[config.mk]
export PLATFORM = sky130hd
export DESIGN_NAME = pixel_delay_line_flat
export DESIGN_NICKNAME = d
export VERILOG_FILES = /design/src/rtl/sobel_pkg.sv /design/src/rtl/pixel_delay_line_if.sv /design/src/rtl/delay_fill_ctr.sv /design/src/rtl/pixel_delay_line.sv /design/src/flat_wrapper.sv
export SDC_FILE = /design/constraint.sdc
export NUM_CORES = 1
export LEC_CHECK = 0
export BUFFER_PORTS_ARGS = -buffer_cell sky130_fd_sc_hd__buf_4
export CAP_MARGIN = 5
export CORE_UTILIZATION = 26
export CTS_CLUSTER_DIAMETER = 30
export DETAILED_ROUTE_END_ITERATION = 8
export HOLD_SLACK_MARGIN = 0.02
export SETUP_SLACK_MARGIN = 0.05
export SYNTH_ARGS = -nofsm -noshare
export SYNTH_HDL_FRONTEND = slang
export SYNTH_SLANG_ARGS = --single-unit
[constraint.sdc]
create_clock -name clk -period 1.3 [get_ports clk]
set_input_delay 0.13 -clock clk [delete_from_list [all_inputs] [get_ports clk]]
set_output_delay 0.13 -clock clk [all_outputs]
set_load 0.03 [all_outputs]
[src/rtl/sobel_pkg.sv]
// Shared definitions for the Sobel pixel pipeline: default pixel width, pixel type,
// and the fill-counter width helper.
package sobel_pkg;

  localparam int unsigned PIX_W = 16;

  typedef logic [PIX_W-1:0] pix_t;

  // Bits needed to count 0..depth inclusive; never narrower than one bit.
  function automatic int unsigned clog2_plus1(input int unsigned depth);
    return (depth < 1) ? 1 : $clog2(depth + 1);
  endfunction

endpackage

[src/rtl/pixel_delay_line_if.sv]
// Stream/status bundle for pixel_delay_line. The taps bus exists only when
// DELAY_TAPS_EN is defined.
interface pixel_delay_line_if
  import sobel_pkg::*;
#(
  parameter int unsigned WIDTH = PIX_W,
  parameter int unsigned DEPTH = 2
);
  localparam int unsigned CNT_W = clog2_plus1(DEPTH);

  logic             clear;
  logic             in_valid;
  logic [WIDTH-1:0] data_in;
  logic [WIDTH-1:0] data_out;
  logic             out_valid;
  logic             primed;
  logic [CNT_W-1:0] fill;
`ifdef DELAY_TAPS_EN
  logic [WIDTH*DEPTH-1:0] taps;

  modport master (output clear, in_valid, data_in,
                  input  data_out, out_valid, primed, fill, taps);
  modport slave  (input  clear, in_valid, data_in,
                  output data_out, out_valid, primed, fill, taps);
`else
  modport master (output clear, in_valid, data_in,
                  input  data_out, out_valid, primed, fill);
  modport slave  (input  clear, in_valid, data_in,
                  output data_out, out_valid, primed, fill);
`endif

endinterface

[src/rtl/delay_fill_ctr.sv]
// Saturating fill counter for the delay line, with registered primed level and
// registered out_valid strobe.
module delay_fill_ctr
  import sobel_pkg::*;
#(
  parameter int unsigned DEPTH = 2,
  parameter int unsigned CNT_W = clog2_plus1(DEPTH)
) (
  input  logic             clk,
  input  logic             rst_n,
  input  logic             i_clear,
  input  logic             i_valid,
  output logic [CNT_W-1:0] o_fill,
  output logic             o_primed,
  output logic             o_out_valid
);

  localparam logic [CNT_W-1:0] FULL = CNT_W'(DEPTH);
  localparam logic [CNT_W-1:0] LAST = CNT_W'(DEPTH - 1);

  logic [CNT_W-1:0] r_fill;
  logic [CNT_W-1:0] w_fill_d;
  logic             r_primed;
  logic             r_out_valid;
  logic             w_out_valid_d;

  always_comb begin
    w_fill_d      = r_fill;
    w_out_valid_d = 1'b0;
    if (i_clear) begin
      w_fill_d = '0;
    end else if (i_valid) begin
      if (r_fill != FULL) w_fill_d = r_fill + 1'b1;
      // This accept pushes a fully delayed sample into the last stage.
      w_out_valid_d = (r_fill >= LAST);
    end
  end

  always_ff @(posedge clk or negedge rst_n) begin
    if (!rst_n) begin
      r_fill      <= '0;
      r_primed    <= 1'b0;
      r_out_valid <= 1'b0;
    end else begin
      r_fill      <= w_fill_d;
      r_primed    <= (w_fill_d == FULL);
      r_out_valid <= w_out_valid_d;
    end
  end

  assign o_fill      = r_fill;
  assign o_primed    = r_primed;
  assign o_out_valid = r_out_valid;

endmodule

[src/rtl/pixel_delay_line.sv]
// Valid-qualified pixel delay line: each accepted sample emerges DEPTH accepts later.
// Define DELAY_TAPS_EN to export every stage on bus.taps.
module pixel_delay_line
  import sobel_pkg::*;
#(
  parameter int unsigned WIDTH = PIX_W,
  parameter int unsigned DEPTH = 2
) (
  input  logic               clk,
  input  logic               rst_n,
  pixel_delay_line_if.slave  bus
);

  localparam int unsigned CNT_W = clog2_plus1(DEPTH);

  for (genvar i = 0; i < DEPTH; i++) begin : g_stage
    logic [WIDTH-1:0] r_q;
    logic [WIDTH-1:0] w_d;

    if (i == 0) begin : g_head
      assign w_d = bus.data_in;
    end else begin : g_tail
      assign w_d = g_stage[i-1].r_q;
    end

    always_ff @(posedge clk or negedge rst_n) begin
      if (!rst_n) begin
        r_q <= '0;
      end else if (bus.clear) begin
        r_q <= '0;
      end else if (bus.in_valid) begin
        r_q <= w_d;
      end
    end

`ifdef DELAY_TAPS_EN
    assign bus.taps[i*WIDTH +: WIDTH] = r_q;
`endif
  end

  assign bus.data_out = g_stage[DEPTH-1].r_q;

  delay_fill_ctr #(
    .DEPTH (DEPTH),
    .CNT_W (CNT_W)
  ) u_fill_ctr (
    .clk         (clk),
    .rst_n       (rst_n),
    .i_clear     (bus.clear),
    .i_valid     (bus.in_valid),
    .o_fill      (bus.fill),
    .o_primed    (bus.primed),
    .o_out_valid (bus.out_valid)
  );

endmodule

[src/flat_wrapper.sv]
// flat-port wrapper written by rule: the top's interface ports become plain ports
module pixel_delay_line_flat import sobel_pkg::*;
#(
  parameter int unsigned WIDTH = PIX_W,
  parameter int unsigned DEPTH = 2
)
  (clk, rst_n, bus_clear, bus_in_valid, bus_data_in, bus_data_out, bus_out_valid, bus_primed, bus_fill);
  pixel_delay_line_if #(.WIDTH(WIDTH), .DEPTH(DEPTH)) bus_i ();
  input  logic clk;
  input  logic rst_n;
  input wire logic [$bits(bus_i.clear)-1:0] bus_clear;
  input wire logic [$bits(bus_i.in_valid)-1:0] bus_in_valid;
  input wire logic [$bits(bus_i.data_in)-1:0] bus_data_in;
  output wire logic [$bits(bus_i.data_out)-1:0] bus_data_out;
  output wire logic [$bits(bus_i.out_valid)-1:0] bus_out_valid;
  output wire logic [$bits(bus_i.primed)-1:0] bus_primed;
  output wire logic [$bits(bus_i.fill)-1:0] bus_fill;
  assign bus_i.clear = bus_clear;
  assign bus_i.in_valid = bus_in_valid;
  assign bus_i.data_in = bus_data_in;
  assign bus_data_out = bus_i.data_out;
  assign bus_out_valid = bus_i.out_valid;
  assign bus_primed = bus_i.primed;
  assign bus_fill = bus_i.fill;
  pixel_delay_line #(.WIDTH(WIDTH), .DEPTH(DEPTH)) u_core (.clk(clk), .rst_n(rst_n), .bus(bus_i));
endmodule
Word level (Yosys, flattened, before mapping)

Cells that the tools add are included.

Muxes and demuxes: 9
Reduce and logical (&&, ||, !) cells: 1
Order comparisons: 1
Eq/ne operators: 2
Add/sub/neg operators: 1

Operator list:

| kind                                                | count |
|---|---|
| 2-to-1 mux 16 bit                                   | 4 |
| 2-to-1 mux 2 bit                                    | 3 |
| adder 2 x 1 -> 2 bit, second input constant         | 1 |
| == test 2 bit, second input constant                | 1 |
| >= comparator 2 x 1 -> 1 bit, second input constant | 1 |
| 2-to-1 mux 1 bit                                    | 2 |
| inequality test 2 bit, second input constant        | 1 |
| nonzero test 2 bit                                  | 1 |

Bits in registers: 36
Output and inout port bits: 20

Depth between registers and ports, before layout

Depth after elaboration: 5
Depth in mapped cells: 4
Gate-level depth less buffers: 4

Modules after synthesis

From an unflattened synthesis, not the netlist that was laid out.

Cells, all modules: 119
Area, all modules: 1,502.7 um^2

By module, submodules not included:

| module           | cells an instance | instances | area an instance (um^2) | seq. area each (um^2) |
|---|---|---|---|---|
| pixel_delay_line | 103               | 1         | 1,323.8                 | 800.8 |
| delay_fill_ctr   | 16                | 1         | 178.9                   | 100.1 |

Least setup slack after synthesis

No wires, ideal clock.

Path kind: register -> register
From: register u_core.u_fill_ctr.r_fill[0] (netlist: u_core.u_fill_ctr.o_fill[0])
To: register u_core.u_fill_ctr.r_primed (netlist: u_core.u_fill_ctr.o_primed)
Required time: 1.205 ns
Data arrival time: 1.085 ns
Slack: 0.119 ns
Setup time: 0.095 ns
Path buffers: 0
Stages on the path, launching flop included: 5
Path through: dfrtp_1 inv_1 ha_1 nand2_1 o31ai_1

Cells in the longest elaborated chain, start to end: 5
Elaborated cells on any way between the ends: 6

RTL lines:

| element                                                              | RTL line             | RTL |
|---|---|---|
| start, declared                                                      | delay_fill_ctr.sv:21 | `logic [CNT_W-1:0] r_fill;` |
| start signal, assigned                                               | delay_fill_ctr.sv:45 | `r_fill <= w_fill_d;` |
| adder 2 x 1 -> 2 bit / inequality test 2 bit (equally long branches) | delay_fill_ctr.sv:33 | `if (r_fill != FULL) w_fill_d = r_fill + 1'b1;` |
| 2-to-1 mux 2 bit                                                     | delay_fill_ctr.sv:33 |  |
| 2-to-1 mux 2 bit (*)                                                 | delay_fill_ctr.sv:32 | `end else if (i_valid) begin` |
| 2-to-1 mux 2 bit (*)                                                 | delay_fill_ctr.sv:30 | `if (i_clear) begin` |
| == test 2 bit (*)                                                    | delay_fill_ctr.sv:46 | `r_primed <= (w_fill_d == FULL);` |
| end signal, assigned                                                 | delay_fill_ctr.sv:46 |  |
| end, declared                                                        | delay_fill_ctr.sv:23 | `logic r_primed;` |

Every way passes the cells marked *; elsewhere a longest branch is shown, timed or not.
A chain may end at the register's enable or synchronous reset.

Worst setup path after layout

Ends and elaborated chain as after synthesis.

==> metrics.txt <==
Die Span Y=77.2 µm; Inserted Diodes=0; Final Instance Count excl. Fillers=234; Final ANT Viol Nets=0; min-delay worst type=input port to flop; Die Wd=77.2 µm; drt total wl=2760 µm; Layout area overhead=33.4%; Routed WL per cell=11.8 µm; die area=0.00596 mm²; Yosys reg bits=36; grt total ovfl=0; Static Leakage=0.00104 µW; share of cells above drive strength 1=30.2%; Root Buffer Master=clkbuf_8; clock skew=8.01 ps; Cell Rows=27; average size of a mapped cell=12.4 µm²; placed cell areas=0.00185 mm²; largest net degree at the start of global routing=37; failing checks=design-rule violations; Hold Path End=u_core.g_stage[0].r_q[8]; hold path depth=3; Post-CTS Setup Bufs=0; relative slew slack=69.6%; Fill cells=552; Synth Cell Area=0.00147 mm²; cts hold-fix bufs=1; initial drt markers=30; Seq/Total Area, Yosys=61.2%; CP Launch Type=flop; vias in the first global route=972; Warnings, synthesis=0; 1st-pass router iterations=6; post-layout min period=1080 ps; CTS tree=yes; global-route wire length before repair=4640 µm; commonest non-fill, non-tap cell in the layout=buf_4; DRC viols=2; Post-DP HPWL=1850 µm; Gates resized, CTS repair=0; Worst Path Arrival=1260 ps; reg-to-reg slack, setup=220 ps; synth unique cells=14; Tcrit/Tclk final=83.2%; Cell Pwr Density=1260 mW/mm²; io pins=40; CORE AREA=0.00547 mm²; # clock sinks=36; most frequent cells in the layout=40 x buf_4, 36 x dfrtp_1, 33 x mux2i_1, 33 x nor2_1, 5 x clkbuf_8; Gate Count Post-Synth=119; Worst Setup End Kind=flop; worst skew pair latency=280 ps; crit path max fanout=4; Hold Path Origin=bus_data_in[8]; Final Slew Violations=0; # setup viols final=0; Worst Tran Pin Value=456 ps; FF-to-FF Start=u_core.u_fill_ctr.o_fill[0]; Placed Cells=225; WP data required=1480 ps; Fmax achieved=925 MHz; status=finished with violations; Hold Violations, Final=0; multi-input logic area=507 µm²; Seq. cell area=901 µm²; clock buffer depth=2; maxcap violations=0; setup tns final=0 ps; Tot GR Track Use=10.3%; Nets=182; antenna violations before repair=0; reg2reg path depth=2; GPL Wtd Cong=0.683; number of port buffers=39; Num CTS Buffers=5; Clock transition at path regs=70 ps; RSZ-0062 raised after global routing=false; R2R Path End=u_core.u_fill_ctr.o_primed; final instance area=0.00196 mm²; type of the worst setup path=flop to flop; syn nets=140; Initial Util=26.9%; # H-tree levels=2; via count=989; vias per cell=4.23; Max VDD drop=508 µV
==> routing by layer <==
metal | global-route usage (%) | share of wire, %
met3 | 3.81 | 4.6
met5 | 0 | 0
met2 | 15.9 | 46
met1 | 12.4 | 48
met4 | 5.09 | 0.83
==> stage by stage <==
stage | setup WS, ps | util (%) | hold WS, ps | power, µW
final | 218 | 35.9 | 89.5 | 2470
after floorplan | 119 | - | -166 | 1410
after CTS | 219 | 35.9 | 79.5 | 2520
after global routing | 172 | 35.9 | 89.8 | 2590
after global placement | 258 | 33.7 | 119 | 1540
after detailed placement | 242 | 33.7 | 118 | 1550
==> worst max-delay path, cell delays in order (launching register included) <==
cell     delay [ps]
dfrtp_1         410
or4b_1          500
o31ai_1          80
==> state kept, by name, indices dropped and copies added, names as in the netlist <==
name and count:
u_core.u_fill_ctr.o_primed 1, u_core.g_stage.r_q 16, u_core.bus.data_out 16, u_core.u_fill_ctr.o_out_valid 1
u_core.u_fill_ctr.o_fill 2
==> worst max-delay path by stage <==
| stage | start | end | slack, ps | cells after the start |
|---|---|---|---|---|
| floorplan | u_core.u_fill_ctr.o_fill[0] | u_core.u_fill_ctr.o_primed | 120 | 4 |
| global placement | u_core.u_fill_ctr.o_fill[0] | u_core.u_fill_ctr.o_primed | 260 | 2 |
| detailed placement | u_core.u_fill_ctr.o_fill[0] | u_core.u_fill_ctr.o_primed | 240 | 2 |
| CTS | u_core.u_fill_ctr.o_fill[0] | u_core.u_fill_ctr.o_primed | 220 | 2 |
| global route | u_core.u_fill_ctr.o_fill[1] | u_core.u_fill_ctr.o_primed | 170 | 4 |
| finish | u_core.u_fill_ctr.o_fill[0] | u_core.u_fill_ctr.o_primed | 220 | 2 |
==> kinds of logic after synthesis <==
kind of cell / after synthesis / share of synthesized area [%]
simple gates: 37 / 10.3
flops: 36 / 61.2
mux: 33 / 22.4
buf+inv: 10 / 4.34
compound gates: 2 / 0.850
fa+ha+maj: 1 / 0.850
==> synth_stat cells, drive strengths merged <==
master,n,area share [%]
nand2b,1,0.43
inv,2,0.51
buf,8,3.8
nor2,33,8.4
dfrtp,36,61
mux2i,33,22
a21oi,1,0.34
nand2,1,0.25
or4b,1,0.68
ha,1,0.85
o31ai,1,0.51
nor3b,1,0.51
==> layout make-up <==
cell class              instances  area share, %
clock buffers                   6           3.70
clock inverters                 2           1.78
inverters                       2          0.382
multi-input cells              73           25.8
flip-flops and latches         36           45.9
well taps                      72           4.59
repair buffers                 43           17.8
==> report_power, final <==
group / internal, µW / switching (µW)
registers: 1170 / 29.0
logic: 145 / 175
clock network: 569 / 378
total: 1890 / 582
No activity file was read; power rests on OpenSTA's default activity.
